==> src/rtl/mem_copy_dma.sv <==
// mem_copy_dma: bulk word-copy engine driving one port of a single-cycle RAM.
// Reads up to FifoDepth words from the source pointer into a small FIFO,
// then writes them back out at the destination pointer, until len is done.
//
// Ports:
//   clk_i, rst_ni            clock, asynchronous active-low reset
//   start_i                  start request (sampled in IDLE only)
//   src_addr_i, dst_addr_i   byte addresses, must be word aligned
//   len_i                    transfer length in 32-bit words
//   busy_o, done_o, err_o    status: transfer active, completion pulse, misaligned start
//   mem_req_o .. mem_wdata_o RAM request side (one access per cycle)
//   mem_rvalid_i, mem_rdata_i RAM response, one cycle after each request
`timescale 1ns / 1ps

module mem_copy_dma #(
  parameter int unsigned FifoDepth = 4
) (
  input  logic        clk_i,
  input  logic        rst_ni,
  input  logic        start_i,
  input  logic [31:0] src_addr_i,
  input  logic [31:0] dst_addr_i,
  input  logic [15:0] len_i,
  output logic        busy_o,
  output logic        done_o,
  output logic        err_o,
  output logic        mem_req_o,
  output logic        mem_we_o,
  output logic [3:0]  mem_be_o,
  output logic [31:0] mem_addr_o,
  output logic [31:0] mem_wdata_o,
  input  logic        mem_rvalid_i,
  input  logic [31:0] mem_rdata_i
);

  localparam int unsigned PtrW = $clog2(FifoDepth);
  localparam int unsigned CntW = $clog2(FifoDepth + 1);
  localparam int unsigned LenW = 16;

  typedef enum logic [2:0] {
    S_IDLE,
    S_READ,
    S_WAIT,
    S_WRITE,
    S_FIN
  } state_e;

  state_e            state_q;
  logic [31:0]       src_ptr_q;
  logic [31:0]       dst_ptr_q;
  logic [LenW-1:0]   rem_q;
  logic [CntW-1:0]   burst_q;
  logic [CntW-1:0]   rd_cnt_q;
  logic [CntW-1:0]   wr_cnt_q;
  logic              rd_pend_q;

  logic [31:0]       fifo_q [FifoDepth];
  logic [PtrW-1:0]   wr_ptr_q;
  logic [PtrW-1:0]   rd_ptr_q;
  logic [PtrW:0]     cnt_q;

  logic              bypass;
  logic              push;
  logic              pop;
  logic [31:0]       head;
  logic [LenW-1:0]   rem_after;
  logic [CntW-1:0]   burst_after;
  logic              misaligned;

  // Words for the next burst: min(FifoDepth, remaining).
  function automatic logic [CntW-1:0] burst_of(input logic [LenW-1:0] rem);
    if (32'(rem) >= FifoDepth) return CntW'(FifoDepth);
    return CntW'(rem);
  endfunction

  // FIFO control and next-burst arithmetic.
  // A one-word burst leaves the FIFO empty in WAIT, so its only word is taken
  // straight from the RAM response instead of going through the FIFO.
  // rd_pend_q marks that the response in this cycle belongs to a read, so
  // write acknowledgements never reach the FIFO.
  always_comb begin
    bypass      = (state_q == S_WAIT) && (cnt_q == '0);
    head        = bypass ? mem_rdata_i : fifo_q[rd_ptr_q];
    push        = rd_pend_q && mem_rvalid_i && !bypass &&
                  ((state_q == S_READ) || (state_q == S_WAIT));
    pop         = ((state_q == S_WAIT) && !bypass) ||
                  ((state_q == S_WRITE) && (wr_cnt_q != '0));
    rem_after   = rem_q - LenW'(burst_q);
    burst_after = burst_of(rem_after);
    misaligned  = (src_addr_i[1:0] != 2'b00) || (dst_addr_i[1:0] != 2'b00);
  end

  // Burst FIFO storage.
  always_ff @(posedge clk_i or negedge rst_ni) begin
    if (!rst_ni) begin
      for (int i = 0; i < int'(FifoDepth); i++) fifo_q[i] <= '0;
      wr_ptr_q <= '0;
      rd_ptr_q <= '0;
      cnt_q    <= '0;
    end else begin
      if (push) begin
        fifo_q[wr_ptr_q] <= mem_rdata_i;
        wr_ptr_q         <= wr_ptr_q + PtrW'(1);
      end
      if (pop) rd_ptr_q <= rd_ptr_q + PtrW'(1);
      case ({push, pop})
        2'b10:   cnt_q <= cnt_q + (PtrW + 1)'(1);
        2'b01:   cnt_q <= cnt_q - (PtrW + 1)'(1);
        default: cnt_q <= cnt_q;
      endcase
    end
  end

  // Control FSM; outputs are registered and describe the cycle being entered.
  always_ff @(posedge clk_i or negedge rst_ni) begin
    if (!rst_ni) begin
      state_q     <= S_IDLE;
      src_ptr_q   <= '0;
      dst_ptr_q   <= '0;
      rem_q       <= '0;
      burst_q     <= '0;
      rd_cnt_q    <= '0;
      wr_cnt_q    <= '0;
      rd_pend_q   <= 1'b0;
      busy_o      <= 1'b0;
      done_o      <= 1'b0;
      err_o       <= 1'b0;
      mem_req_o   <= 1'b0;
      mem_we_o    <= 1'b0;
      mem_be_o    <= 4'h0;
      mem_addr_o  <= '0;
      mem_wdata_o <= '0;
    end else begin
      rd_pend_q <= mem_req_o && !mem_we_o;
      done_o    <= 1'b0;
      case (state_q)
        S_IDLE: begin
          if (start_i) begin
            dst_ptr_q <= dst_addr_i;
            rem_q     <= len_i;
            err_o     <= misaligned;
            if (misaligned || (len_i == '0)) begin
              src_ptr_q <= src_addr_i;
              state_q   <= S_FIN;
              done_o    <= 1'b1;
            end else begin
              state_q    <= S_READ;
              busy_o     <= 1'b1;
              burst_q    <= burst_of(len_i);
              rd_cnt_q   <= burst_of(len_i) - CntW'(1);
              mem_req_o  <= 1'b1;
              mem_we_o   <= 1'b0;
              mem_be_o   <= 4'h0;
              mem_addr_o <= src_addr_i;
              src_ptr_q  <= src_addr_i + 32'd4;
            end
          end
        end
        S_READ: begin
          if (rd_cnt_q == '0) begin
            state_q   <= S_WAIT;
            mem_req_o <= 1'b0;
          end else begin
            mem_addr_o <= src_ptr_q;
            src_ptr_q  <= src_ptr_q + 32'd4;
            rd_cnt_q   <= rd_cnt_q - CntW'(1);
          end
        end
        S_WAIT: begin
          state_q     <= S_WRITE;
          mem_req_o   <= 1'b1;
          mem_we_o    <= 1'b1;
          mem_be_o    <= 4'hF;
          mem_addr_o  <= dst_ptr_q;
          dst_ptr_q   <= dst_ptr_q + 32'd4;
          mem_wdata_o <= head;
          wr_cnt_q    <= burst_q - CntW'(1);
        end
        S_WRITE: begin
          if (wr_cnt_q == '0) begin
            rem_q    <= rem_after;
            mem_we_o <= 1'b0;
            mem_be_o <= 4'h0;
            if (rem_after != '0) begin
              state_q    <= S_READ;
              burst_q    <= burst_after;
              rd_cnt_q   <= burst_after - CntW'(1);
              mem_req_o  <= 1'b1;
              mem_addr_o <= src_ptr_q;
              src_ptr_q  <= src_ptr_q + 32'd4;
            end else begin
              state_q   <= S_FIN;
              mem_req_o <= 1'b0;
              busy_o    <= 1'b0;
              done_o    <= 1'b1;
            end
          end else begin
            mem_addr_o  <= dst_ptr_q;
            dst_ptr_q   <= dst_ptr_q + 32'd4;
            mem_wdata_o <= head;
            wr_cnt_q    <= wr_cnt_q - CntW'(1);
          end
        end
        S_FIN:   state_q <= S_IDLE;
        default: state_q <= S_IDLE;
      endcase
    end
  end

endmodule

==> config.mk <==
export PLATFORM = sky130hd
export DESIGN_NAME = mem_copy_dma
export DESIGN_NICKNAME = d
export VERILOG_FILES = /design/src/rtl/mem_copy_dma.sv
export SDC_FILE = /design/constraint.sdc
export NUM_CORES = 1
export LEC_CHECK = 0
export BUFFER_PORTS_ARGS = -buffer_cell sky130_fd_sc_hd__buf_2
export CAP_MARGIN = 20
export CORE_MARGIN = 2
export CORE_UTILIZATION = 35
export CTS_BUF_LIST = sky130_fd_sc_hd__clkbuf_8
export CTS_CLUSTER_SIZE = 20
export DETAILED_ROUTE_END_ITERATION = 8
export GPL_ROUTABILITY_DRIVEN = 0
export GPL_TIMING_DRIVEN = 0
export PLACE_DENSITY = 0.54
export SLEW_MARGIN = 20
export SYNTH_ARGS = -nofsm -noshare
export SYNTH_HDL_FRONTEND = slang
export SYNTH_SLANG_ARGS = --single-unit
export TNS_END_PERCENT = 50
==> constraint.sdc <==
create_clock -name clk_i -period 3.8 [get_ports clk_i]
set_input_delay 0.57 -clock clk_i [delete_from_list [all_inputs] [get_ports clk_i]]
set_output_delay 0.57 -clock clk_i [all_outputs]
set_load 0.1 [all_outputs]
# Yosys cells after proc, flatten, opt, wreduce, memory -nomap -nowiden
# Cells that the tools add are included.
classes:
  reduce_logical: 41
  mux: 79
  n_bitwise: 2
  n_addsub: 13
  magnitude_cmp: 5
  eq_ne: 14
ops:
  columns: ["operator", "n"]
  rows:
  - ["2-to-1 mux 32 bit", 17]
  - ["one-hot mux 32 bit (3 select lines)", 2]
  - ["bitwise mux 128 bit", 1]
  - ["one-hot mux 32 bit (4 select lines)", 1]
  - ["adder 32 x 3 -> 32 bit (second input constant)", 3]
  - ["binary-select mux 32 bit (select 2 bit)", 1]
  - ["demux 32 bit (select 2 bit)", 1]
  - ["one-hot mux 32 bit (2 select lines)", 1]
  - ["2-to-1 mux 3 bit", 20]
  - [">= comparator 16 x 3 -> 1 bit (second input constant)", 2]
  - ["2-to-1 mux 16 bit", 2]
  - ["one-hot mux 16 bit (2 select lines)", 1]
  - ["AND reduction 5 bit", 5]
  - ["2-to-1 mux 1 bit", 19]
  - ["one-hot mux 3 bit (2 select lines)", 3]
  - ["subtractor 3 x 1 -> 3 bit (second input constant)", 6]
  - ["logical NOT 16 bit", 1]
  - ["nonzero test 16 bit", 1]
  - ["subtractor 16 x 3 -> 16 bit", 1]
  - ["logical NOT 3 bit", 4]
  - ["2-to-1 mux 4 bit", 3]
  - ["one-hot mux 3 bit (4 select lines)", 1]
  - ["one-hot mux 4 bit (3 select lines)", 1]
  - ["!= test 2 bit (second input constant)", 5]
  - ["other kinds (25)", 52]
totals:
  wordCells: 177
  regBits: 301
  input_bits: 116

# Logic depth before layout (Yosys ltp)
# Gate-level depths: netlist of run 1.
depth:
  ltp_word: 14
  ltp_mapped: 16

# Least setup slack after synthesis of run 1
# OpenSTA, ideal clock, no wires.
synth_timing:
  kind: "reg-to-reg"
  from: "reg burst_q[0]"
  to: "reg rd_cnt_q[2]"
  arrival_ps: 3000
  t_required_ps: 3669
  path_stages_with_launch: 14
  slack_ps: 669
  cell_sequence: "dfrtp_1 ha_1 fa_1 xor2_1 nand3_1 nor3b_1 nand4b_1 nor4_1 a21oi_1 ha_1 o22ai_1 nor2_1 a31oi_1 a211oi_2"
synth_via:
  elab_chain_len: 8
  elab_cells_between_ends: 11
synth_lines:
  columns: ["item", "line_no", "text"]
  rows:
  - ["start: declaration", "52", "logic [CntW-1:0] burst_q;"]
  - ["start signal: assignment", "149", "burst_q <= burst_of(len_i);"]
  - ["start signal: assignment", "186", "burst_q <= burst_after;"]
  - ["subtractor 16 x 3 -> 16 bit (*)", "88", "rem_after = rem_q - LenW'(burst_q);"]
  - [">= comparator 16 x 3 -> 1 bit", "72", "if (32'(rem) >= FifoDepth) return CntW'(FifoDepth);"]
  - ["2-to-1 mux 1 bit", "72", null]
  - ["2-to-1 mux 3 bit", "73", "return CntW'(rem);"]
  - ["subtractor 3 x 1 -> 3 bit", "187", "rd_cnt_q <= burst_after - CntW'(1);"]
  - ["2-to-1 mux 3 bit", "184", "if (rem_after != '0) begin"]
  - ["2-to-1 mux 3 bit", "180", "if (wr_cnt_q == '0) begin"]
  - ["one-hot mux 3 bit (3 select lines)", "136", "case (state_q)"]
  - ["end signal: assignment", "150", "rd_cnt_q <= burst_of(len_i) - CntW'(1);"]
  - ["end signal: assignment", "166", "rd_cnt_q <= rd_cnt_q - CntW'(1);"]
  - ["end signal: assignment", "187", null]
  - ["end: declaration", "53", "logic [CntW-1:0] rd_cnt_q;"]
# Mark *: on every way between the ends. The rest lies on a longest branch, timed or not. The select of a mux whose other input is x is not followed.
# A chain may end at the register's enable or synchronous reset.

# Worst setup path after layout of run 1
layout_timing:
  from: "reg burst_q[1]"
  to: "reg rd_cnt_q[2]"
# Same word-level chain as after synthesis.

==> results of run 1 <==
[logic make-up after synthesis]
family | after synthesis | synth area share [%]
AO/OA/AOI/OAI | 365 | 14.5
XOR/XNOR | 37 | 2.06
adder cells (fa/ha/maj) | 15 | 1.29
buffers and inverters | 160 | 4.28
flip-flops | 297 | 47.3
multiplexers | 235 | 18.6
AND/OR/NAND/NOR | 384 | 12.0
[metal layers]
| metal | wire [um] | vias to the layer above | share of wire (%) | GRT usage [%] |
|---|---|---|---|---|
| li1 | - | 6043 | - | - |
| met1 | 21600 | 6485 | 43 | 28.6 |
| met2 | 22700 | 522 | 46 | 33.7 |
| met3 | 3640 | 112 | 7.3 | 4.59 |
| met4 | 1640 | 14 | 3.3 | 8.61 |
| met5 | 87 | - | 0.18 | 0 |
[worst max-delay path, cell delays in order, from the launching register on]
cell	delay, ps
dfrtp_1	400
inv_1	110
ha_1	230
nor2b_1	150
o21ai_0	590
nand2_1	320
a32oi_2	470
nor3_2	120
nand2_1	120
o22a_1	150
ha_1	210
nand2_1	70
o22ai_1	140
nor2_1	70
a31oi_1	220
a211oi_2	60
[cells in the final DEF (no fill, tap or decap), types with 12 or more instances in the layout]
cell	netlist	routed
inv_1	59	76
buf_2	6	193
clkbuf_1	64	64
a21oi_1	100	100
buf_1	22	22
mux2_2	131	131
nand4_1	20	20
a31oi_1	30	30
dfrtp_1	297	297
mux4_2	32	32
nand2_1	131	131
nand3_1	42	42
nor3_1	26	25
mux2i_1	71	71
xor2_1	16	16
nor2_1	78	78
o22ai_1	30	30
a222oi_1	32	32
xnor2_1	21	21
and3_1	12	12
o21ai_0	116	116
ha_1	13	13
clkbuf_8	0	75
[power groups by stage]
stage,Combinational (mW),Sequential [mW],Clock (mW)
2_1_floorplan,1.51,5.95,0
3_3_place_gp,3.72,4.63,0
3_5_place_dp,3.78,4.67,0
4_1_cts,3.79,4.62,3.52
5_1_grt,4.05,4.74,3.66
6_report,3.78,4.64,3.40
[timing repair]
action	4_1_cts	5_1_grt
resized for setup	0	3
hold buffers	1	0
setup buffers	0	2
hold endpoints to repair	58	0
setup endpoints to repair	0	1
[final cells by class]
type / count / area (um2) / area share (%)
multi-input combinational: 1036 / 7640 / 40.7
sequential: 297 / 7430 / 39.5
clock buffer: 75 / 1030 / 5.49
buffer: 101 / 450 / 2.40
antenna: 6 / 15.0 / 0.0799
inverter: 59 / 221 / 1.18
clock inverter: 27 / 201 / 1.07
tap: 592 / 741 / 3.94
timing repair buffer: 194 / 1060 / 5.63
[path summary, 6_finish.rpt]
kind | from | cells past startpoint | end
max | burst_q[1] | 15 | rd_cnt_q[2]
max reg2reg | burst_q[1] | 15 | rd_cnt_q[2]
min in group asynchronous | rst_ni | 2 | src_ptr_q[12]
min reg2reg | mem_wdata_o[23] | 2 | mem_wdata_o[23]
min | dst_addr_i[3] | 3 | dst_ptr_q[3]
max in group asynchronous | rst_ni | 4 | fifo_q[2]
[per-stage QoR]
stage	std cells	hold slack [ps]	setup slack (ps)	total power, mW
floorplan	1493	274	669	7.46
global placement	2273	461	-3720	8.35
detailed placement	2276	465	70.5	8.45
CTS	2379	92.3	53.5	11.9
global route	2382	128	17.9	12.5
finish	2387	165	245	11.8
[registers in the layout, indices dropped and copies added, names as in the netlist, 16 cells and up]
signal and flops:
mem_addr_o 32, rem_q 16, mem_wdata_o 32, fifo_q 128, dst_ptr_q 32, src_ptr_q 32
==> out/metrics.cfg, run 1 <==
[sta]
hold_violations = 0
relSlewSlack_pct = 34.1
finalSetupTns_ps = 0
fmax_mhz = 281
skew_ps = 55.7
period_share_pct = 93.6
rsz0062_at_grt = no
finalSetupViolations = 0
worstMarginPinSlew_ps = 981
slew_viol_final = 0
period_minus_slack_ps = 3560

[cts]
clock-sinks = 297
insertion_delay_ps = 690
cts-root-buf = clkbuf_8
cts_tree = built
cts_buffer_depth = 3
cts.htree.levels = 2
clk_pin_slew_worst_paths_ps = 60
cts_buffers = 56

[critical_path]
crit_type = reg -> reg
critPathMaxFanout = 6
cp.required_ps = 4320
end_kind = flop
r2r_slack_ps = 240
worst_ep_arrival_time_ps = 4070
cp-start-kind = flop

[placed_design]
place_hpwl_mm = 35.4
io_buffers = 188
placed_area_mm2 = 0.0175

[power_and_ir_drop]
p_switching_mw = 4.80
p_sw_share_pct = 40.6
p_leak_nw = 8.48
clockPowerShare_pct = 28.7
p_per_area_mw_per_mm2 = 629
combPwrFrac_pct = 32.0
power.share.sequential_pct = 39.3
irDropWorstVdd_mv = 0.501
power.internal_mw = 7.03

[global_routing]
grtUsageTotal_pct = 21.4
grt_overflow_total = 0
grt_pass1_vias = 13287
antenna_found_initial = 12
grt_max_degree = 97
grt_pass1_wl_mm = 77.8

[worst_hold_path]
hold_class = in -> reg

[floorplan]
core_mm2 = 0.0442
fp.dieW_um = 216
die-area_mm2 = 0.0466
start_util_pct = 35.5
num_rows = 77
die_h_um = 216
io_pins = 189

[yosys]
synth_area_leader_cell = dfrtp_1
synthTopCellsByCount = dfrtp_1, mux2_2, nand2_1, o21ai_0, a21oi_1
synth_area_mm2 = 0.0157
async_flop_share_pct = 100
synthDistinctLibCells = 71
synth.yosys.seq_area_share_pct = 47.3
yosysMostFrequentCell = dfrtp_1
avgSynthCellArea_um2 = 10.5
yosysWarnings = 0
ys.flop_type = dfrtp_1
ys_ff_latch = 297
synth_top_area_share_pct = 47.3
yosys-top-cells-area = dfrtp_1, mux2_2, mux4_2
synth_edf_count = 0
syn_inst = 1493
synthesis.nets = 1624

[detailed_routing]
dr.pass1.iters = 6
num_vias = 13176
wl_per_cell_um = 20.8
wirelength_mm = 49.6
drt_iter0_markers = 1374
final_antenna_net_count = 0
drc = 0
viasPerCell = 5.52

[flow_run]
drv_cap = 0

[cells_and_area]
fin_util_pct = 42.5
fillers = 4291
fin_area_mm2 = 0.0188
drive_above_1_share_pct = 26.9
area_growth_pct = 19.6
nets = 1876

[outcome]
status = completed

Note: power is estimated with default switching activity, not from simulation.
==> run 2: changes to the inputs <==
ABC_AREA = 1   (was not set)
PLACE_DENSITY = 0.53   (was 0.54)
RECOVER_POWER = 100   (was not set)
==> out/metrics.cfg, run 2 <==
[yosys]
synth.yosys.seq_area_share_pct = 43.6  ; was 47.3%
async_flop_share_pct = 100  ; unchanged
synthTopCellsByCount = nand2_1, o21ai_0, dfrtp_1, nor2_1, inv_1  ; was dfrtp_1, mux2_2, nand2_1, o21ai_0, a21oi_1
synthDistinctLibCells = 49  ; was 71
yosys-top-cells-area = dfrtp_1, nand2_1, o21ai_0  ; was dfrtp_1, mux2_2, mux4_2
synth_top_area_share_pct = 43.6  ; was 47.3%
synth_edf_count = 0  ; unchanged
ys_ff_latch = 297  ; unchanged
synth_area_leader_cell = dfrtp_1  ; unchanged
yosysMostFrequentCell = nand2_1  ; was dfrtp_1
synth_area_mm2 = 0.0171  ; was 0.0157 mm2
ys.flop_type = dfrtp_1  ; unchanged
yosysWarnings = 0  ; unchanged
avgSynthCellArea_um2 = 7.29  ; was 10.5 um2
syn_inst = 2340  ; was 1493
synthesis.nets = 2471  ; was 1624

[critical_path]
r2r_cells = 17  ; was 15
cpPeakStageDelay_ps = 420  ; was 590 ps
crit_end = src_ptr_q[30]  ; was rd_cnt_q[2]
cp-start-kind = flop  ; unchanged
crit_path_start = burst_q[0]  ; was burst_q[1]
cpMostUsedCell = nand2_1  ; unchanged
cp.required_ps = 4360  ; was 4320 ps
worst_ep_arrival_time_ps = 3710  ; was 4070 ps
r2r_slack_ps = 650  ; was 240 ps
crit_chain = ha_1 -> fa_1 -> inv_1 -> nand2_1 -> nand2_1 -> nor2_1 -> nand2_1 -> nand2_1 -> nor2_2 -> nand3_2 -> nor2_4 -> nand4_1 -> nand2_1 -> inv_4 -> buf_6 -> nand2_1 -> nand2_1  ; was inv_1 -> ha_1 -> nor2b_1 -> o21ai_0 -> nand2_1 -> a32oi_2 -> nor3_2 -> nand2_1 -> o22a_1 -> ha_1 -> nand2_1 -> o22ai_1 -> nor2_1 -> a31oi_1 -> a211oi_2
r2r_start = burst_q[0]  ; was burst_q[1]
crit_type = reg -> reg  ; unchanged
end_kind = flop  ; unchanged
slowest_stage = fa_1  ; was o21ai_0
reg2reg_to = src_ptr_q[30]  ; was rd_cnt_q[2]
critPathMaxFanout = 10  ; was 6

[detailed_routing]
viasPerCell = 5.33  ; was 5.52
dr.pass1.iters = 5  ; was 6
final_antenna_net_count = 0  ; unchanged
num_vias = 17331  ; was 13176
drt_iter0_markers = 1582  ; was 1374
wl_per_cell_um = 19.8  ; was 20.8 um
drc = 0  ; unchanged
wirelength_mm = 64.4  ; was 49.6 mm

[cts]
clock-sinks = 297  ; unchanged
cts_buffers = 56  ; unchanged
insertion_delay_ps = 690  ; about the same
cts_buffer_depth = 3  ; unchanged
cts_tree = built  ; unchanged
cts-root-buf = clkbuf_8  ; unchanged
clk_pin_slew_worst_paths_ps = 60  ; about the same
cts.htree.levels = 2  ; unchanged

[sta]
slew_viol_final = 71  ; was 0
skew_ps = 44.1  ; was 55.7 ps
period_minus_slack_ps = 3150  ; was 3560 ps
period_share_pct = 82.8  ; was 93.6%
relSlewSlack_pct = -36.0  ; was 34.1%
finalSetupViolations = 0  ; unchanged
hold_violations = 0  ; unchanged
worstMarginPinSlew_ps = 2040  ; was 981 ps
rsz0062_at_grt = no  ; unchanged
fmax_mhz = 318  ; was 281 MHz
hold_slack_ps = 157  ; was 165 ps

[cells_and_area]
area_growth_pct = 17.4  ; was 19.6%
largest_reg_flops = 128  ; unchanged
final_cell_mix = nand2_1, o21ai_0, dfrtp_1  ; was dfrtp_1, buf_2, nand2_1, mux2_2, o21ai_0
final_common_cell = nand2_1  ; was dfrtp_1
fin_util_pct = 41.8  ; was 42.5%
drive_above_1_share_pct = 10.2  ; was 26.9%
largest_register = fifo_q  ; unchanged
nets = 2720  ; was 1876

[floorplan]
start_util_pct = 35.6  ; was 35.5%
die_h_um = 225  ; was 216 um
fp.dieW_um = 225  ; was 216 um
num_rows = 80  ; was 77
io_pins = 189  ; unchanged
die-area_mm2 = 0.0505  ; was 0.0466 mm2
core_mm2 = 0.0479  ; was 0.0442 mm2

[worst_hold_path]
hold_class = in -> reg  ; unchanged

[global_routing]
grt_overflow_total = 0  ; unchanged
grt_pass1_wl_mm = 98.8  ; was 77.8 mm
grt_max_degree = 83  ; was 97
grt_pass1_vias = 16948  ; was 13287
grtUsageTotal_pct = 25.4  ; was 21.4%
antenna_found_initial = 2  ; was 12

[outcome]
violations = max-capacitance violations, max-slew violations
status = complete, but fails checks  ; was completed

[flow_run]
drv_cap = 1  ; was 0

[power_and_ir_drop]
p_per_area_mw_per_mm2 = 1050  ; was 629 mW/mm2
p_leak_nw = 9.50  ; was 8.48 nW
total_power_mw = 21.1  ; was 11.8 mW
irDropWorstVdd_mv = 0.687  ; was 0.501 mV

[placed_design]
io_buffers = 187  ; was 188
place_hpwl_mm = 47.4  ; was 35.4 mm

==> run 2: changes by cell type after synthesis, moves of 40 or more <==
cell / delta
nand2_1: +508
o21ai_0: +248
nor2_1: +162
inv_1: +147
mux2_2: -131
a21oi_1: -68
mux2i_1: -68
nand3_1: +66
xor2_1: +40
==> run 2: timing repair <==
item                       CTS  global route
resized for setup            0             0
setup endpoints to repair    0             0
hold buffers                 1             0
setup buffers                0             0
hold endpoints to repair    70             0
==> run 2: area by class of cell <==
type                       instances  area [um2]
antenna                            1        2.50
buffer                           116         520
clock buffer                      74        1020
clock inverter                    31         308
fill                            5125       27900
inverter                         215         812
multi-input combinational       1712        8220
sequential                       297        7430
tap                              615         769
timing repair buffer             191         937
==> run 2: per-layer routing <==
layer | GRT usage, % | routed length [um] | up-vias
li1 | - | - | 8213
met1 | 35.7 | 29000 | 8296
met2 | 39.8 | 28700 | 681
met3 | 4.19 | 4700 | 139
met4 | 8.37 | 1950 | 2
met5 | 0 | 7 | -
==> run 2: worst min path at each step <==
stage | from | end | slack, ps | cells after the start
final | dst_addr_i[8] | dst_ptr_q[8] | 160 | 3
after global routing | dst_addr_i[3] | dst_ptr_q[3] | 160 | 3
after global placement | mem_addr_o[9] | mem_addr_o[9] | 450 | 2
after floorplan | rst_ni | burst_q[0] | 270 | 0
after CTS | dst_addr_i[8] | dst_ptr_q[8] | 110 | 3
after detailed placement | src_ptr_q[1] | src_ptr_q[1] | 450 | 2
==> run 2: per-stage QoR <==
step           area [um2]  std cells  TNS (ps)  setup slack [ps]
2_1_floorplan       17100       2340         0              1250
3_3_place_gp        18800       3142  -1130920             -3850
3_5_place_dp        18900       3145         0               389
4_1_cts             20200       3251         0               753
5_1_grt             20000       3252         0               311
6_report            20000       3252         0               652
==> run 2: kinds of logic after synthesis <==
| family | count (synthesis) | share of synthesized area [%] |
|---|---|---|
| compound gates | 528 | 16.9 |
| flops | 297 | 43.6 |
| mux | 3 | 0.176 |
| fa+ha+maj | 15 | 1.19 |
| simple gates | 1106 | 27.2 |
| xor+xnor | 60 | 3.08 |
| buf+inv | 331 | 7.89 |
==> run 2: critical path: cells and delay by family, from the launching register on <==
| family | cells | cell delay (ps) |
|---|---|---|
| flops | 1 | 400 |
| fa+ha+maj | 2 | 650 |
| buf+inv | 3 | 380 |
| simple gates | 12 | 1610 |
==> run 2: report_power, final <==
group          switching (mW)  internal [mW]  total, mW
sequential               1.11           4.72       5.83
combinational            8.67           2.89       11.6
clock                    1.58           2.11       3.69
total                    11.4           9.71       21.1
